--- src/rtl/adder_pkg.sv ---
// Shared definitions for the pipelined segment adder.
// Stage-count derivation and configuration legality helpers.
package adder_pkg;

  // Number of pipeline stages for a given total and segment width.
  function automatic int stage_count(
    input int width,
    input int seg
  );
    return width / seg;
  endfunction

  // Legal configuration: whole segments of at least two bits.
  function automatic bit cfg_ok(
    input int width,
    input int seg
  );
    return (seg >= 2) && (width >= seg) && ((width % seg) == 0);
  endfunction

endpackage

--- src/rtl/pipelined_segment_adder_segment_adder.sv ---
// Combinational ripple row of one-bit full adders.
// Exposes the carry into the top bit for overflow detection.
module segment_adder #(
  parameter int W = 4
) (
  input  logic [W-1:0] a,
  input  logic [W-1:0] b,
  input  logic         ci,
  output logic [W-1:0] s,
  output logic         co,
  output logic         c_msb
);

  logic [W:0] c;

  assign c[0] = ci;

  for (genvar i = 0; i < W; i++) begin : g_fa
    assign s[i]   = a[i] ^ b[i] ^ c[i];
    assign c[i+1] = (a[i] & b[i]) | (c[i] & (a[i] ^ b[i]));
  end

  assign co    = c[W];
  assign c_msb = c[W-1];

endmodule

--- src/rtl/pipelined_segment_adder.sv ---
// Skewed add/subtract pipeline, one ripple segment per stage.
// Valid/ready on both sides; the last stage is the output register.
module pipelined_segment_adder
  import adder_pkg::*;
#(
  parameter int WIDTH     = 16,
  parameter int SEG_WIDTH = 4
) (
  input  logic             clk,
  input  logic             rst,
  input  logic             in_valid,
  output logic             in_ready,
  input  logic [WIDTH-1:0] A,
  input  logic [WIDTH-1:0] B,
  input  logic             Cin,
  input  logic             Sub,
  output logic             out_valid,
  input  logic             out_ready,
  output logic [WIDTH-1:0] Sum,
  output logic             Cout,
  output logic             Ovf
);

  localparam int STAGES = stage_count(WIDTH, SEG_WIDTH);
  localparam int SW     = SEG_WIDTH;

  if (!cfg_ok(WIDTH, SEG_WIDTH)) begin : g_bad_cfg
    $error("WIDTH must be a multiple of SEG_WIDTH, SEG_WIDTH >= 2");
  end

  // Stage registers: operands carried forward, partial sum, carry.
  logic [STAGES-1:0] v_q;
  logic [WIDTH-1:0]  a_q [STAGES];
  logic [WIDTH-1:0]  b_q [STAGES];
  logic [WIDTH-1:0]  s_q [STAGES];
  logic              c_q [STAGES];
  logic              ovf_q;

  // Per-stage inputs (from the previous register) and next values.
  logic [STAGES-1:0] adv;
  logic [STAGES-1:0] in_v;
  logic [WIDTH-1:0]  in_a [STAGES];
  logic [WIDTH-1:0]  in_b [STAGES];
  logic [WIDTH-1:0]  in_s [STAGES];
  logic              in_c [STAGES];
  logic [WIDTH-1:0]  nx_s [STAGES];
  logic              nx_c [STAGES];
  logic              nx_m [STAGES];

  // Advance chain: a stage moves if empty or its successor moves.
  always_comb begin
    adv[STAGES-1] = !v_q[STAGES-1] || out_ready;
    for (int k = STAGES - 2; k >= 0; k--) begin
      adv[k] = !v_q[k] || adv[k+1];
    end
  end

  assign in_ready = adv[0] && !rst;

  for (genvar k = 0; k < STAGES; k++) begin : g_stage
    logic [SW-1:0]    seg_s;
    logic [WIDTH-1:0] merged;

    if (k == 0) begin : g_head
      assign in_v[k] = in_valid;
      assign in_a[k] = A;
      assign in_b[k] = Sub ? ~B : B;
      assign in_c[k] = Sub ? 1'b1 : Cin;
      assign in_s[k] = '0;
    end else begin : g_body
      assign in_v[k] = v_q[k-1];
      assign in_a[k] = a_q[k-1];
      assign in_b[k] = b_q[k-1];
      assign in_c[k] = c_q[k-1];
      assign in_s[k] = s_q[k-1];
    end

    segment_adder #(
      .W(SW)
    ) u_seg (
      .a    (in_a[k][k*SW +: SW]),
      .b    (in_b[k][k*SW +: SW]),
      .ci   (in_c[k]),
      .s    (seg_s),
      .co   (nx_c[k]),
      .c_msb(nx_m[k])
    );

    // Splice this segment's result into the running sum.
    always_comb begin
      merged               = in_s[k];
      merged[k*SW +: SW]   = seg_s;
    end

    assign nx_s[k] = merged;
  end

  // Load each stage when it advances; data only moves with a valid beat.
  always_ff @(posedge clk) begin
    if (rst) begin
      v_q   <= '0;
      ovf_q <= 1'b0;
      for (int k = 0; k < STAGES; k++) begin
        a_q[k] <= '0;
        b_q[k] <= '0;
        s_q[k] <= '0;
        c_q[k] <= 1'b0;
      end
    end else begin
      for (int k = 0; k < STAGES; k++) begin
        if (adv[k]) begin
          v_q[k] <= in_v[k];
          if (in_v[k]) begin
            a_q[k] <= in_a[k];
            b_q[k] <= in_b[k];
            s_q[k] <= nx_s[k];
            c_q[k] <= nx_c[k];
          end
        end
      end
      if (adv[STAGES-1] && in_v[STAGES-1]) begin
        ovf_q <= nx_m[STAGES-1] ^ nx_c[STAGES-1];
      end
    end
  end

  assign out_valid = v_q[STAGES-1];
  assign Sum       = s_q[STAGES-1];
  assign Cout      = c_q[STAGES-1];
  assign Ovf       = ovf_q;

  logic unused;
  assign unused = ^{a_q[STAGES-1], b_q[STAGES-1]};

endmodule

--- config.mk ---
export PLATFORM = sky130hd
export DESIGN_NAME = pipelined_segment_adder
export DESIGN_NICKNAME = d
export VERILOG_FILES = /design/src/rtl/adder_pkg.sv /design/src/rtl/pipelined_segment_adder_segment_adder.sv /design/src/rtl/pipelined_segment_adder.sv
export SDC_FILE = /design/constraint.sdc
export NUM_CORES = 1
export LEC_CHECK = 0
export CORE_MARGIN = 2
export CORE_UTILIZATION = 35
export CTS_BUF_LIST = sky130_fd_sc_hd__clkbuf_8 sky130_fd_sc_hd__clkbuf_16
export DETAILED_ROUTE_END_ITERATION = 6
export GPL_TIMING_DRIVEN = 0
export HOLD_SLACK_MARGIN = 0.15
export SYNTH_ARGS = -nofsm -noshare
export SYNTH_HDL_FRONTEND = slang
export SYNTH_SLANG_ARGS = --single-unit
--- constraint.sdc ---
create_clock -name clk -period 4.75 [get_ports clk]
set_clock_uncertainty 0.2 [all_clocks]
set_input_delay 0.95 -clock clk [delete_from_list [all_inputs] [get_ports clk]]
set_output_delay 0.95 -clock clk [all_outputs]
set_load 0.1 [all_outputs]
==> impl_metrics.env <==
export IMPL_yosysUniqueCellTypes=31
export IMPL_period_minus_slack_ns=4.36
export IMPL_overflow=0
export IMPL_whs_endpoint="s_q[3][0]"
export IMPL_vias_per_cell=4.15
export IMPL_ys_seq_elements=97
export IMPL_nets=404
export IMPL_nFillCells=1096
export IMPL_synth_ff_type="edfxtp_1"
export IMPL_rr_worst_depth=8
export IMPL_clock_sinks=97
export IMPL_dieWidth_um=114
export IMPL_yosysWarnings=0
export IMPL_avgSynthCellArea_um2=15.0
export IMPL_dieArea_um2=13000
export IMPL_hold_depth=1
export IMPL_drc=0
export IMPL_tightest_slew_ns=1.19
export IMPL_dr_pass1_iters=4
export IMPL_power_density_nw_per_um2=364
export IMPL_finalCritPeriodShare_pct=91.9
export IMPL_grt_pass1_wl_mm=9.92
export IMPL_drive_above_1_share_pct=9.01
export IMPL_ir_drop_uv=184
export IMPL_synthArstFlopShare_pct=0
export IMPL_final_common_cell="edfxtp_1"
export IMPL_cts_buffers_inserted=9
export IMPL_grt_pass1_vias=2126
export IMPL_routabilityCongestion=0.781
export IMPL_layout_common_cells="92 x edfxtp_1, 72 x and2_1, 56 x clkdlybuf4s50_1"
export IMPL_highest_layer="met4"
export IMPL_diodes=0
export IMPL_netlist_area_leader_share_pct=65.2
export IMPL_cts_hold_repair_buffers=0
export IMPL_cts_tree="yes"
export IMPL_syn_cell_area_um2=4240
export IMPL_synth_area_leaders="edfxtp_1 65%, and2_1 11%, fa_1 7.6%, xnor2_1 2.9%, dfxtp_1 2.4%"
export IMPL_routedLengthMet1_mm=2.59
export IMPL_grt_max_degree=30
export IMPL_setup_viol=0
export IMPL_crit_path_max_fanout=8
export IMPL_endpoint_kind="primary output"
export IMPL_pre_cts_slack_ns=0.382
export IMPL_synth_edf_count=92
export IMPL_wl_per_cell_um=11.2
export IMPL_drv_slew=0
export IMPL_root_buffer="clkbuf_16"
export IMPL_outcome="finished clean"
export IMPL_io_buffers=56
export IMPL_tns_ns=0
export IMPL_drt_iter0_drc=77
export IMPL_fp_row_count=40
export IMPL_clkTransAtPathRegs_ns=0.07
export IMPL_vias=2081
export IMPL_hold_viol=0
export IMPL_antenna_found_initial=0
export IMPL_drv_cap=0
export IMPL_wl_met3_um=338
export IMPL_io_pins=58
export IMPL_wl_mm=5.61
export IMPL_ant_nets=0
export IMPL_criticalPathCategory="in2out"
export IMPL_start_kind="input pin"
export IMPL_clock_path_buffers=2
export IMPL_layout_setup_ws_ns=0.386
export IMPL_coreArea_um2=11900
export IMPL_cts_setup_buffers=0
export IMPL_wl_met2_mm=2.57
export IMPL_yosysSeqAreaShare_pct=67.5
export IMPL_timing_rr_start="c_q[2]"
export IMPL_track_usage_pct=9.71
export IMPL_hold_class="reg2reg"
export IMPL_place_area_um2=4990
export IMPL_area_delta_synth_final_pct=24.8
export IMPL_syn_nets=337
export IMPL_fmax_mhz=229
export IMPL_dpl_hpwl_mm=4.33
export IMPL_postLayoutCellArea_um2=5290
export IMPL_rrSetupSlack_ns=1.96
export IMPL_crit_required_ns=3.60
export IMPL_clock_latency_ns=0.33
export IMPL_cts_resized_gates=0
export IMPL_h_tree_depth=3
export IMPL_die_h_um=114
export IMPL_synthCells=283
export IMPL_static_leakage_power_nw=2.00
export IMPL_r2r_end="Ovf"
export IMPL_synth_top_cell_by_area="edfxtp_1"
export IMPL_arrival_ns=3.21
export IMPL_rsz0062_at_grt="no"
export IMPL_min_from="s_q[2][0]"
export IMPL_initial_core_util_pct=35.6
export IMPL_slew_headroom_pct=20.5
[sequential cells by signal, summed over array words and instances (netlist names)]
name  flops
Ovf       1
a_q      24
b_q      24
c_q       4
s_q      40
v_q       4
[routing by layer]
layer  GRT usage (%)  vias up
met5               0        -
met4            3.90        0
met3            2.54        8
met2            15.4       57
met1            12.8      941
li1                -     1075
[where the power goes]
part	internal [mW]	total (mW)	switching, mW
sequential	0.989	1.00	0.0141
clock	0.414	0.723	0.309
combinational	0.0771	0.197	0.120
total	1.48	1.92	0.443
[cells in the mapped netlist (3+ instances only)]
master and count:
fa_1 16, nor2_1 19, xor2_1 3, edfxtp_1 92, nand2b_1 4, buf_6 5
and2_1 72, inv_1 22, nor4_1 3, dfxtp_1 5, xnor2_1 14, nor3_1 4
[how the worst max path moves through the flow]
stage,start,end,depth (start not counted)
6_report,out_ready,in_ready,5
3_3_place_gp,out_ready,in_ready,5
2_1_floorplan,out_ready,in_ready,3
3_5_place_dp,out_ready,in_ready,5
5_1_grt,rst,in_ready,4
4_1_cts,out_ready,in_ready,5
[worst max-delay path, stage by stage]
cell	delay (ns)
clkdlybuf4s50_1	0.52
and4b_1	0.24
buf_6	0.15
a21oi_1	0.19
clkdlybuf4s50_1	1.16
[through the flow]
step / std cells / total power, mW / util, % / hold slack (ns)
finish: 502 / 1.92 / 44.4 / 0.319
detailed placement: 486 / 1.23 / 41.9 / 0.306
CTS: 502 / 1.94 / 44.4 / 0.323
global placement: 486 / 1.22 / 41.8 / 0.307
floorplan: 283 / 1.15 / - / 0.275
global route: 502 / 2.00 / 44.4 / 0.338
[cell families (layout without fill, tap and decap cells)]
group	Yosys count	after routing	synth area share, %
compound gates	10	10	2.04
simple gates	110	110	15.4
buf+inv	33	105	3.93
xor+xnor	17	17	3.51
fa+ha+maj	16	16	7.56
flops	97	97	67.5
[area by class of cell]
| cell class | count | area (um^2) | area share (%) |
|---|---|---|---|
| Buffer | 11 | 83.8 | 1.59 |
| Clock buffer | 9 | 225 | 4.26 |
| Clock inverter | 7 | 76.3 | 1.44 |
| Inverter | 22 | 82.6 | 1.56 |
| Multi-Input combinational cell | 153 | 1210 | 22.9 |
| Sequential cell | 97 | 2860 | 54.1 |
| Tap cell | 147 | 184 | 3.48 |
| Timing Repair Buffer | 56 | 561 | 10.6 |
No activity file was read; power rests on OpenSTA's default activity.
